[src/rtl/hp_pkg.sv]
// Shared types and default constants for the soul HP / damage controller.
// The defaults match the battle screen tuning; the top re-exposes them as parameters.
package hp_pkg;

    typedef enum logic [1:0] {
        ALIVE  = 2'd0,
        INVULN = 2'd1,
        DEAD   = 2'd2
    } hp_state_e;

    localparam int DEF_MAX_HP        = 20;
    localparam int DEF_HP_W          = 7;
    localparam int DEF_DAMAGE        = 3;
    localparam int DEF_HEAL          = 5;
    localparam int DEF_MIN_OVERLAP   = 4;
    localparam int DEF_INVULN_FRAMES = 30;
    localparam int DEF_FLASH_PERIOD  = 4;

    localparam int OVL_W = 10;
    localparam logic [OVL_W-1:0] OVL_MAX = '1;

    localparam int FRAME_CNT_W = 8;

    function automatic logic [OVL_W-1:0] ovl_sat_inc(input logic [OVL_W-1:0] cnt,
                                                      input logic inc);
        if (inc && (cnt != OVL_MAX)) begin
            return cnt + 1'b1;
        end
        return cnt;
    endfunction

endpackage

[src/rtl/hp_damage_ctrl_frame_hit_accum.sv]
// Per-frame overlap accumulator: counts collision pixels and flags a hit on frame_end.
// The pixel on the frame_end cycle still belongs to the ending frame.
module frame_hit_accum
    import hp_pkg::*;
#(
    parameter int MIN_OVERLAP = DEF_MIN_OVERLAP
) (
    input  logic Pclk,
    input  logic rst_n,
    input  logic isCollision,
    input  logic frame_end,
    input  logic restart,
    output logic frame_hit
);

    localparam logic [OVL_W-1:0] MIN_OVL = OVL_W'(MIN_OVERLAP);

    logic [OVL_W-1:0] ovl_cnt;
    logic [OVL_W-1:0] ovl_inc;

    assign ovl_inc = ovl_sat_inc(ovl_cnt, isCollision);

    // Resolved on the frame_end cycle itself from the registered count, so the
    // controller's registers capture the decision on that same edge.
    assign frame_hit = frame_end && (ovl_inc >= MIN_OVL);

    always_ff @(posedge Pclk or negedge rst_n) begin
        if (!rst_n) begin
            ovl_cnt <= '0;
        end else if (restart || frame_end) begin
            ovl_cnt <= '0;
        end else begin
            ovl_cnt <= ovl_inc;
        end
    end

endmodule

[src/rtl/hp_damage_ctrl.sv]
// Soul HP controller: frame-based hit detection, saturating damage/heal,
// invulnerability frames with blink, and game-over.
//
// state  | meaning
// -------+--------------------------------------------------------------
// ALIVE  | vulnerable; a hit frame applies damage
// INVULN | post-hit grace; hits ignored, blink runs, counts down frames
// DEAD   | hp = 0, game_over high; only restart or reset leaves
module hp_damage_ctrl
    import hp_pkg::*;
#(
    parameter int MAX_HP        = DEF_MAX_HP,
    parameter int HP_W          = DEF_HP_W,
    parameter int DAMAGE        = DEF_DAMAGE,
    parameter int HEAL          = DEF_HEAL,
    parameter int MIN_OVERLAP   = DEF_MIN_OVERLAP,
    parameter int INVULN_FRAMES = DEF_INVULN_FRAMES,
    parameter int FLASH_PERIOD  = DEF_FLASH_PERIOD
) (
    input  logic            Pclk,
    input  logic            rst_n,
    input  logic            isCollision,
    input  logic            frame_end,
    input  logic            heal,
    input  logic            restart,
    output logic [HP_W-1:0] hp,
    output logic            hit_pulse,
    output logic            invuln,
    output logic            flash,
    output logic            game_over
);

    localparam logic [HP_W-1:0]        MAX_HP_V   = HP_W'(MAX_HP);
    localparam logic [HP_W:0]          MAX_U      = (HP_W+1)'(MAX_HP);
    localparam logic [HP_W:0]          HEAL_U     = (HP_W+1)'(HEAL);
    localparam logic signed [HP_W+1:0] MAX_S      = (HP_W+2)'(MAX_HP);
    localparam logic signed [HP_W+1:0] DMG_S      = (HP_W+2)'(DAMAGE);
    localparam logic signed [HP_W+1:0] HEAL_S     = (HP_W+2)'(HEAL);
    localparam logic [FRAME_CNT_W-1:0] INV_INIT   = FRAME_CNT_W'(INVULN_FRAMES);
    localparam logic [FRAME_CNT_W-1:0] FLASH_LAST = FRAME_CNT_W'(FLASH_PERIOD - 1);

    hp_state_e              state_q, state_d;
    logic [HP_W-1:0]        hp_q, hp_d;
    logic [FRAME_CNT_W-1:0] invuln_cnt_q, invuln_cnt_d;
    logic [FRAME_CNT_W-1:0] flash_cnt_q, flash_cnt_d;
    logic                   flash_q, flash_d;
    logic                   hit_q, hit_d;
    logic                   invuln_q, game_over_q;

    logic                   frame_hit;
    logic [HP_W:0]          heal_sum;
    logic [HP_W-1:0]        heal_hp;
    logic signed [HP_W+1:0] dmg_sum;
    logic [HP_W-1:0]        dmg_hp;

    frame_hit_accum #(
        .MIN_OVERLAP(MIN_OVERLAP)
    ) u_accum (
        .Pclk       (Pclk),
        .rst_n      (rst_n),
        .isCollision(isCollision),
        .frame_end  (frame_end),
        .restart    (restart),
        .frame_hit  (frame_hit)
    );

    assign heal_sum = {1'b0, hp_q} + HEAL_U;
    assign heal_hp  = (heal_sum > MAX_U) ? MAX_HP_V : heal_sum[HP_W-1:0];

    // Damage with an optional same-cycle heal, clamped to 0..MAX_HP.
    always_comb begin
        dmg_sum = $signed({2'b00, hp_q}) - DMG_S;
        if (heal) begin
            dmg_sum = dmg_sum + HEAL_S;
        end
        if (dmg_sum[HP_W+1]) begin
            dmg_hp = '0;
        end else if (dmg_sum > MAX_S) begin
            dmg_hp = MAX_HP_V;
        end else begin
            dmg_hp = dmg_sum[HP_W-1:0];
        end
    end

    always_comb begin
        state_d      = state_q;
        hp_d         = hp_q;
        invuln_cnt_d = invuln_cnt_q;
        flash_cnt_d  = flash_cnt_q;
        flash_d      = flash_q;
        hit_d        = 1'b0;

        if (restart) begin
            state_d      = ALIVE;
            hp_d         = MAX_HP_V;
            invuln_cnt_d = '0;
            flash_cnt_d  = '0;
            flash_d      = 1'b0;
        end else begin
            case (state_q)
                ALIVE: begin
                    if (frame_hit) begin
                        hit_d = 1'b1;
                        hp_d  = dmg_hp;
                        if (dmg_hp == '0) begin
                            state_d = DEAD;
                        end else begin
                            state_d      = INVULN;
                            invuln_cnt_d = INV_INIT;
                            flash_cnt_d  = '0;
                            flash_d      = 1'b0;
                        end
                    end else if (heal) begin
                        hp_d = heal_hp;
                    end
                end

                INVULN: begin
                    if (heal) begin
                        hp_d = heal_hp;
                    end
                    if (frame_end) begin
                        if (invuln_cnt_q <= FRAME_CNT_W'(1)) begin
                            state_d      = ALIVE;
                            invuln_cnt_d = '0;
                            flash_cnt_d  = '0;
                            flash_d      = 1'b0;
                        end else begin
                            invuln_cnt_d = invuln_cnt_q - 1'b1;
                            if (flash_cnt_q >= FLASH_LAST) begin
                                flash_cnt_d = '0;
                                flash_d     = ~flash_q;
                            end else begin
                                flash_cnt_d = flash_cnt_q + 1'b1;
                            end
                        end
                    end
                end

                DEAD: begin
                    hp_d    = '0;
                    flash_d = 1'b0;
                end

                default: begin
                    state_d = ALIVE;
                end
            endcase
        end
    end

    always_ff @(posedge Pclk or negedge rst_n) begin
        if (!rst_n) begin
            state_q      <= ALIVE;
            hp_q         <= MAX_HP_V;
            invuln_cnt_q <= '0;
            flash_cnt_q  <= '0;
            flash_q      <= 1'b0;
            hit_q        <= 1'b0;
            invuln_q     <= 1'b0;
            game_over_q  <= 1'b0;
        end else begin
            state_q      <= state_d;
            hp_q         <= hp_d;
            invuln_cnt_q <= invuln_cnt_d;
            flash_cnt_q  <= flash_cnt_d;
            flash_q      <= flash_d;
            hit_q        <= hit_d;
            invuln_q     <= (state_d == INVULN);
            game_over_q  <= (state_d == DEAD);
        end
    end

    assign hp        = hp_q;
    assign hit_pulse = hit_q;
    assign invuln    = invuln_q;
    assign flash     = flash_q;
    assign game_over = game_over_q;

endmodule

[config.mk]
export PLATFORM = sky130hd
export DESIGN_NAME = hp_damage_ctrl
export DESIGN_NICKNAME = d
export VERILOG_FILES = /design/src/rtl/hp_pkg.sv /design/src/rtl/hp_damage_ctrl_frame_hit_accum.sv /design/src/rtl/hp_damage_ctrl.sv
export SDC_FILE = /design/constraint.sdc
export NUM_CORES = 1
export LEC_CHECK = 0
export ABC_AREA = 1
export ABC_CLOCK_PERIOD_IN_PS = 3000
export BUFFER_PORTS_ARGS = -buffer_cell sky130_fd_sc_hd__buf_4
export CAP_MARGIN = 15
export CORE_ASPECT_RATIO = 0.75
export CORE_UTILIZATION = 61
export CTS_CLUSTER_DIAMETER = 120
export DETAILED_ROUTE_END_ITERATION = 12
export PLACE_DENSITY = 0.85
export SYNTH_ARGS = -nofsm -noshare
export SYNTH_HDL_FRONTEND = slang
export SYNTH_HIERARCHICAL = 1
export SYNTH_SLANG_ARGS = --single-unit
[constraint.sdc]
create_clock -name Pclk -period 3 [get_ports Pclk]
set_clock_uncertainty 0.2 [all_clocks]
set_input_delay 0 -clock Pclk [delete_from_list [all_inputs] [get_ports Pclk]]
set_output_delay 0 -clock Pclk [all_outputs]
set_load 0.02 [all_outputs]
# After elaboration in Yosys (flattened, before gate mapping)
# Cells that the tools add are included.
# W data, S select, Z words.
totals:
  input_bits: 6
  elab_cells: 80
  regBits: 39
  output_inout_bits: 11
classes:
  n_eq_ne: 9
  magnitude_cmp: 5
  reduce_logical: 9
  n_bitwise: 1
  n_mux: 41
  n_addsub: 6
op_table:
  columns: ["op", "n"]
  rows:
  - ["$mux W8", 11]
  - ["$mux W7", 6]
  - ["$pmux W8 S2", 2]
  - ["$mux W10", 3]
  - ["$pmux W7 S3", 1]
  - ["$add A10 B1 Y10 const B", 1]
  - ["$ge A10 B3 Y1 const B", 1]
  - ["$mux W1", 10]
  - ["$mux W2", 5]
  - ["$ne A10 B10 Y1 const B", 1]
  - ["$add A8 B4 Y9 const B", 1]
  - ["$gt A9 B6 Y1 const B", 1]
  - ["$mux W9", 1]
  - ["$ne A3 B3 Y1 const B", 3]
  - ["$add A7 B3 Y8 const B", 1]
  - ["$add A8 B1 Y8 const B", 1]
  - ["$ge A8 B2 Y1 const B", 1]
  - ["$gt A8 B5 Y1 const B", 1]
  - ["$le A8 B1 Y1 const B", 1]
  - ["$sub A7 B2 Y8 const B", 1]
  - ["$sub A8 B1 Y8 const B", 1]
  - ["$logic_not A7 Y1", 1]
  - ["$pmux W2 S3", 1]
  - ["$reduce_and A5 Y1", 1]
  - ["11 further kinds", 14]

# Logic depth before layout (Yosys ltp)
logic_depth:
  depth_word: 12
  depth_mapped: 20
  ltp_nobuf: 20

# Modules after synthesis
# Netlist, hierarchy kept.
by_module_without_submodules:
  columns: ["module", "n_inst", "area_per_inst_um2", "seq_area_each_um2", "cells_each"]
  rows:
  - ["hp_damage_ctrl", 1, 2207.1, 728.2, 332]
  - ["frame_hit_accum", 1, 681.9, 250.2, 101]

# Least setup slack after synthesis
# OpenSTA, ideal clock, no wires.
synth_timing:
  path_type: "reg-to-reg"
  from: "reg u_accum.ovl_cnt[0]"
  to: "reg hp_q[1] (netlist: hp[1])"
  t_required_ns: 2.679
  path_slack_ns: 0.270
  synth_period_minus_slack_ns: 2.730
  setup_ns: 0.121
  arrival_time_ns: 2.409
  stages_incl_launch_ff: 20
  path_buffers: 0
  path_cell_list: "dfrtp_1 ha_1 nand2_2 nor2_4 nand3_4 nand2_4 inv_4 nand2_2 nand2_2 nand2_1 nor2_1 a21oi_1 inv_1 nor2_1 inv_1 o21ai_0 inv_1 nand4_1 nand3_1 a22o_1"
synth_via:
  elab_chain_len: 9
  elab_cells_between_ends: 11
  cone_classes: "add/sub (1); order compare (1); eq/ne (1); mux (6); reduce/logical (2)"
synth_lines:
  columns: ["element", "line", "source"]
  rows:
  - ["start: declaration", "hp_damage_ctrl_frame_hit_accum.sv:18", "logic [OVL_W-1:0] ovl_cnt;"]
  - ["start signal: assignment", "hp_damage_ctrl_frame_hit_accum.sv:33", "ovl_cnt <= ovl_inc;"]
  - ["parallel branches: the longest is 3 deep, another holds $add A10 B1 Y10", null, null]
  - ["$mux W10 (*)", "hp_pkg.sv:29", "return cnt;"]
  - ["$ge A10 B3 Y1 (*)", "hp_damage_ctrl_frame_hit_accum.sv:25", "assign frame_hit = frame_end && (ovl_inc >= MIN_OVL);"]
  - ["$logic_and A1 B1 Y1 (*)", "hp_damage_ctrl_frame_hit_accum.sv:25", null]
  - ["named net frame_hit", "hp_damage_ctrl.sv:50", "logic frame_hit;"]
  - ["$mux W7 (*)", "hp_damage_ctrl.sv:102", "if (frame_hit) begin"]
  - ["$pmux W7 S3 (*)", "hp_damage_ctrl.sv:100", "case (state_q)"]
  - ["$mux W7 (*)", "hp_damage_ctrl.sv:93", "if (restart) begin"]
  - ["end signal: assignment", "hp_damage_ctrl.sv:164", "hp_q <= hp_d;"]
  - ["end: declaration", "hp_damage_ctrl.sv:43", "logic [HP_W-1:0] hp_q, hp_d;"]
# Mark *: on every way through the listed nets, which the timed path passes. The select of a mux whose other input is x is not followed.
# A chain may end at the register's enable or synchronous reset.

# Worst setup path after layout
layout_timing:
  from: "reg hp_q[0] (netlist: hp[0])"
  to: "reg flash_cnt_q[3]"
layout_via:
  elab_chain_len: 9
layout_lines:
  columns: ["element", "line", "source"]
  rows:
  - ["$sub A7 B2 Y8 (*)", "hp_damage_ctrl.sv:72", "dmg_sum = $signed({2'b00, hp_q}) - DMG_S;"]
  - ["$add A8 B4 Y9", "hp_damage_ctrl.sv:74", "dmg_sum = dmg_sum + HEAL_S;"]
  - ["$mux W9 (*)", "hp_damage_ctrl.sv:73", "if (heal) begin"]
  - ["$gt A9 B6 Y1", "hp_damage_ctrl.sv:78", "end else if (dmg_sum > MAX_S) begin"]
  - ["$mux W7", "hp_damage_ctrl.sv:78", null]
  - ["$mux W7 (*)", "hp_damage_ctrl.sv:76", "if (dmg_sum[HP_W+1]) begin"]
  - ["$logic_not A7 Y1 (*)", "hp_damage_ctrl.sv:105", "if (dmg_hp == '0) begin"]
  - ["$ne A3 B3 Y1 (no line) (*)", null, null]
  - ["$reduce_and A4 Y1 (no line) (*)", null, null]
  - ["end signal: assignment", "hp_damage_ctrl.sv:166", "flash_cnt_q <= flash_cnt_d;"]
  - ["end: declaration", "hp_damage_ctrl.sv:45", "logic [FRAME_CNT_W-1:0] flash_cnt_q, flash_cnt_d;"]
# Mark *: on every way between the ends. The rest lies on a longest branch, timed or not.

==> Flow_metrics.wiki <==
{| class="wikitable"
! Metric !! Value
|-
| Status || completed
|-
| Drc violations || 0
|-
| Kind of end point of the critical path || flip-flop
|-
| Clock tree buffer depth || 2
|-
| Reg2reg start || hp[0]
|-
| Count of state elements after synthesis || 39
|-
| Startpoint kind of the worst setup timing path || flip-flop
|-
| Placed cell areas || 0.00308 mm^2
|-
| Via-to-Cell Ratio || 5.61
|-
| Number of nets produced by synthesis || 450
|-
| Depth of the most critical reg-to-reg path || 16
|-
| Post-route clock period utilization || 0.939
|-
| Total congestion overflow || 0
|-
| Number of buffers created by CTS || 5
|-
| Clock-pin slew on the worst setup and hold paths || 70 ps
|-
| Total via count in the routed design || 2918
|-
| DRT met1 WL || 3290 um
|-
| RePlAce Congestion || 0.944
|-
| Pwr per Cell Area || 762 mW/mm^2
|-
| Post-detail-place hpwl || 5180 um
|-
| Area share of the largest cell type after synthesis || 0.320
|-
| Wire length of the first global-routing pass || 11500 um
|-
| Final hold slack || 15.7 ps
|-
| Cell area after layout || 0.00329 mm^2
|-
| Post-detailed-route wirelength per cell || 13.8 um
|-
| Net total in the final layout || 480
|-
| Top layer used by detailed routing || met4
|-
| Max cap viols || 0
|-
| Count of buffers inserted at the top-level ports || 16
|-
| Top flip-flop cell by instance count after synthesis || dfrtp_1
|-
| Post-placement worst setup slack || 23.1 ps
|-
| Fillcell total || 348
|-
| Met3 WL post-DR || 575 um
|-
| Initial Util || 0.643
|-
| Total power draw || 0.00251 W
|-
| I/O Pins || 17
|-
| Number of diodes || 0
|-
| Clock latency of the later-clocked register in the worst-skew pair || 290 ps
|-
| Clock tree root buffer cell || clkbuf_8
|-
| Max Slew Vio Count || 0
|-
| Die outline width || 81.5 um
|-
| Class of the most critical setup path || flip-flop to flip-flop
|-
| Final Hold Viols || 0
|-
| Worst setup margin || 184 ps
|-
| Initial DRC Count || 280
|-
| Largest net degree at the start of global routing || 40
|-
| Number of flops mapped to enable cells by yosys || 0
|-
| Fraction of the yosys area taken by sequential cells || 0.339
|-
| Share of synthesized flip-flops with an asynchronous set or reset || 1.00
|-
| Relative slew slack || 0.632
|-
| Peak supply drop || 0.541 mV
|-
| Area growth syn-to-layout || 14.0%
|-
| Unrepaired setup endpoints after global routing || true
|-
| Met2 WL || 3230 um
|-
| Leakage || 1.81 nW
|-
| Leading cell types by count after synthesis || 133 x nand2_1, 61 x inv_1, 50 x nor2_1
|-
| Cell count after synthesis || 433
|-
| Max Fanout on Critical Path || 8
|-
| Post-detailed-route count of antenna-violating nets || 0
|-
| Largest delay share family, worst path || simple AND/OR/NAND/NOR gates
|-
| Die footprint || 0.00502 mm^2
|-
| R2r endpoint || flash_cnt_q[3]
|-
| Post-synthesis cell area || 0.00289 mm^2
|-
| Core area || 0.00449 mm^2
|-
| Actual slew at the worst max-slew pin || 550 ps
|-
| Number of warning messages in the yosys log || 6
|-
| Overall global routing resource usage || 0.309
|-
| Row Count || 21
|-
| Number of antenna violations at the first check in global routing || 0
|-
| WP data arrival || 2850 ps
|-
| Crit path time final || 2820 ps
|-
| Count of endpoints failing setup in the final report || 0
|-
| First-pass iteration count of the detailed router || 5
|-
| Library cell occupying the most area in the post-synthesis netlist || dfrtp_1
|-
| CTS tree || built
|-
| H-tree levels || 2
|-
| Cells along the critical path || inv_2 -> ha_1 -> inv_1 -> nand2_1 -> inv_1 -> nor2_1 -> nor2_2 -> nand3_2 -> a21oi_2 -> nand4_1 -> nand2_1 -> nand3_2 -> or2_4 -> nand3_4 -> nand2_1 -> inv_1
|-
| Syn avg cell area || 6.67 um^2
|-
| Sink Count || 39
|-
| Buffer and inverter count on the worst path || 4
|-
| Die extent in y || 61.6 um
|-
| Vias in the first global route || 2588
|-
| Total Routed Length || 7180 um
|-
| Fmax achieved || 355 MHz
|-
| Cell variety after synth || 40
|-
| Cell type of the slowest stage on the worst timing path || dfrtp_1
|-
| Leading cell type by number of instances after synthesis || nand2_1
|-
| Leading cell types by total area after synthesis || dfrtp_1 32%, nand2_1 17%, inv_1 7.9%
|-
| Required time worst endpoint || 3030 ps
|-
| Setup slack on the worst flop-to-flop path || 180 ps
|-
| Slowest stage delay, CP || 390 ps
|-
| Share of post-route cells with drive strength above 1 || 0.147
|-
| Type of the tightest min-delay check || input port to asynchronous set/reset pin
|}
==> sequential cells by signal (all words and copies together) (netlist names) <==
name and cells:
hp 7, u_accum/ovl_cnt 10, invuln 1, flash_cnt_q 8, flash 1, invuln_cnt_q 8, hit_pulse 1, game_over 1
state_q 2
==> report_power, final <==
part,switching (W),internal [W],leakage [nW]
Sequential,0.000101,0.000615,0.524
Clock,0.000182,0.000180,0.0470
Combinational,0.000951,0.000482,1.23
==> worst max-delay path by stage <==
stage | end | from | slack [ps] | cells after the start
floorplan | hp[1] | u_accum/ovl_cnt[0] | 270 | 19
global placement | hp[1] | u_accum/ovl_cnt[0] | 110 | 19
detailed placement | hp[1] | u_accum/ovl_cnt[0] | 20 | 19
CTS | hp[1] | u_accum/ovl_cnt[0] | 40 | 19
global route | hp[1] | u_accum/ovl_cnt[0] | -40 | 19
finish | flash_cnt_q[3] | hp[0] | 180 | 16
==> through the flow <==
step / instances / setup TNS, ps / utilization
detailed placement: 504 / 0 / 0.685
global route: 520 / -77.9 / 0.733
floorplan: 433 / 0 / -
finish: 520 / 0 / 0.733
CTS: 517 / 0 / 0.718
global placement: 504 / 0 / 0.685
==> layer usage <==
metal | vias to the layer above | global-route usage
li1 | 1445 | -
met3 | 16 | 0.0830
met1 | 1338 | 0.433
met2 | 119 | 0.474
met5 | - | 0
met4 | 0 | 0.0842
==> logic make-up (layout without fill, tap and decap cells) <==
| group | Yosys count | after routing | synth area share |
|---|---|---|---|
| and+or+nand+nor | 271 | 273 | 0.426 |
| xor gates and xnor gates | 6 | 6 | 0.0182 |
| AOI/OAI and AO/OA | 34 | 34 | 0.0710 |
| DFF | 39 | 39 | 0.339 |
| adders and majority gates | 11 | 11 | 0.0476 |
| buffers and inverters | 72 | 100 | 0.0987 |
==> final cells by class <==
type | instances | area (um^2) | area share
multi-input combinational | 324 | 1680 | 0.511
tap | 57 | 71.3 | 0.0216
inverter | 65 | 246 | 0.0748
timing repair buffer | 28 | 225 | 0.0684
sequential | 39 | 980 | 0.297
clock buffer | 6 | 82.6 | 0.0251
clock inverter | 1 | 5.00 | 0.00152
==> what timing repair did <==
action / CTS / global route
setup buffers: 0 / 1
hold endpoints to repair: 64 / 0
pin swaps: 0 / 2
gates resized for setup: 1 / 14
cloned: 0 / 2
setup endpoints to repair: 1 / 20
hold buffers: 6 / 0
==> cells in the final DEF (no fill, tap or decap), types with 3 or more instances in the layout <==
master         synthesis  final
nand3_1               41     39
o21ai_0               10      9
nor2_4                 3      4
nand3_2                1      3
ha_1                  11      9
inv_2                  2      4
clkbuf_8               0      6
dfrtp_1               37     36
nand4_1               20     20
xor2_1                 3      3
nand3_4                2      3
inv_1                 61     59
buf_4                  1     22
nand2_1              133    133
nor2_1                50     48
dlygate4sd3_1          0      6
nor2_2                 2      3
nand2_2                7      7
a21oi_1               14     13
nor3_1                 5      5
xnor2_1                3      3
No activity file was read; power rests on OpenSTA's default activity.
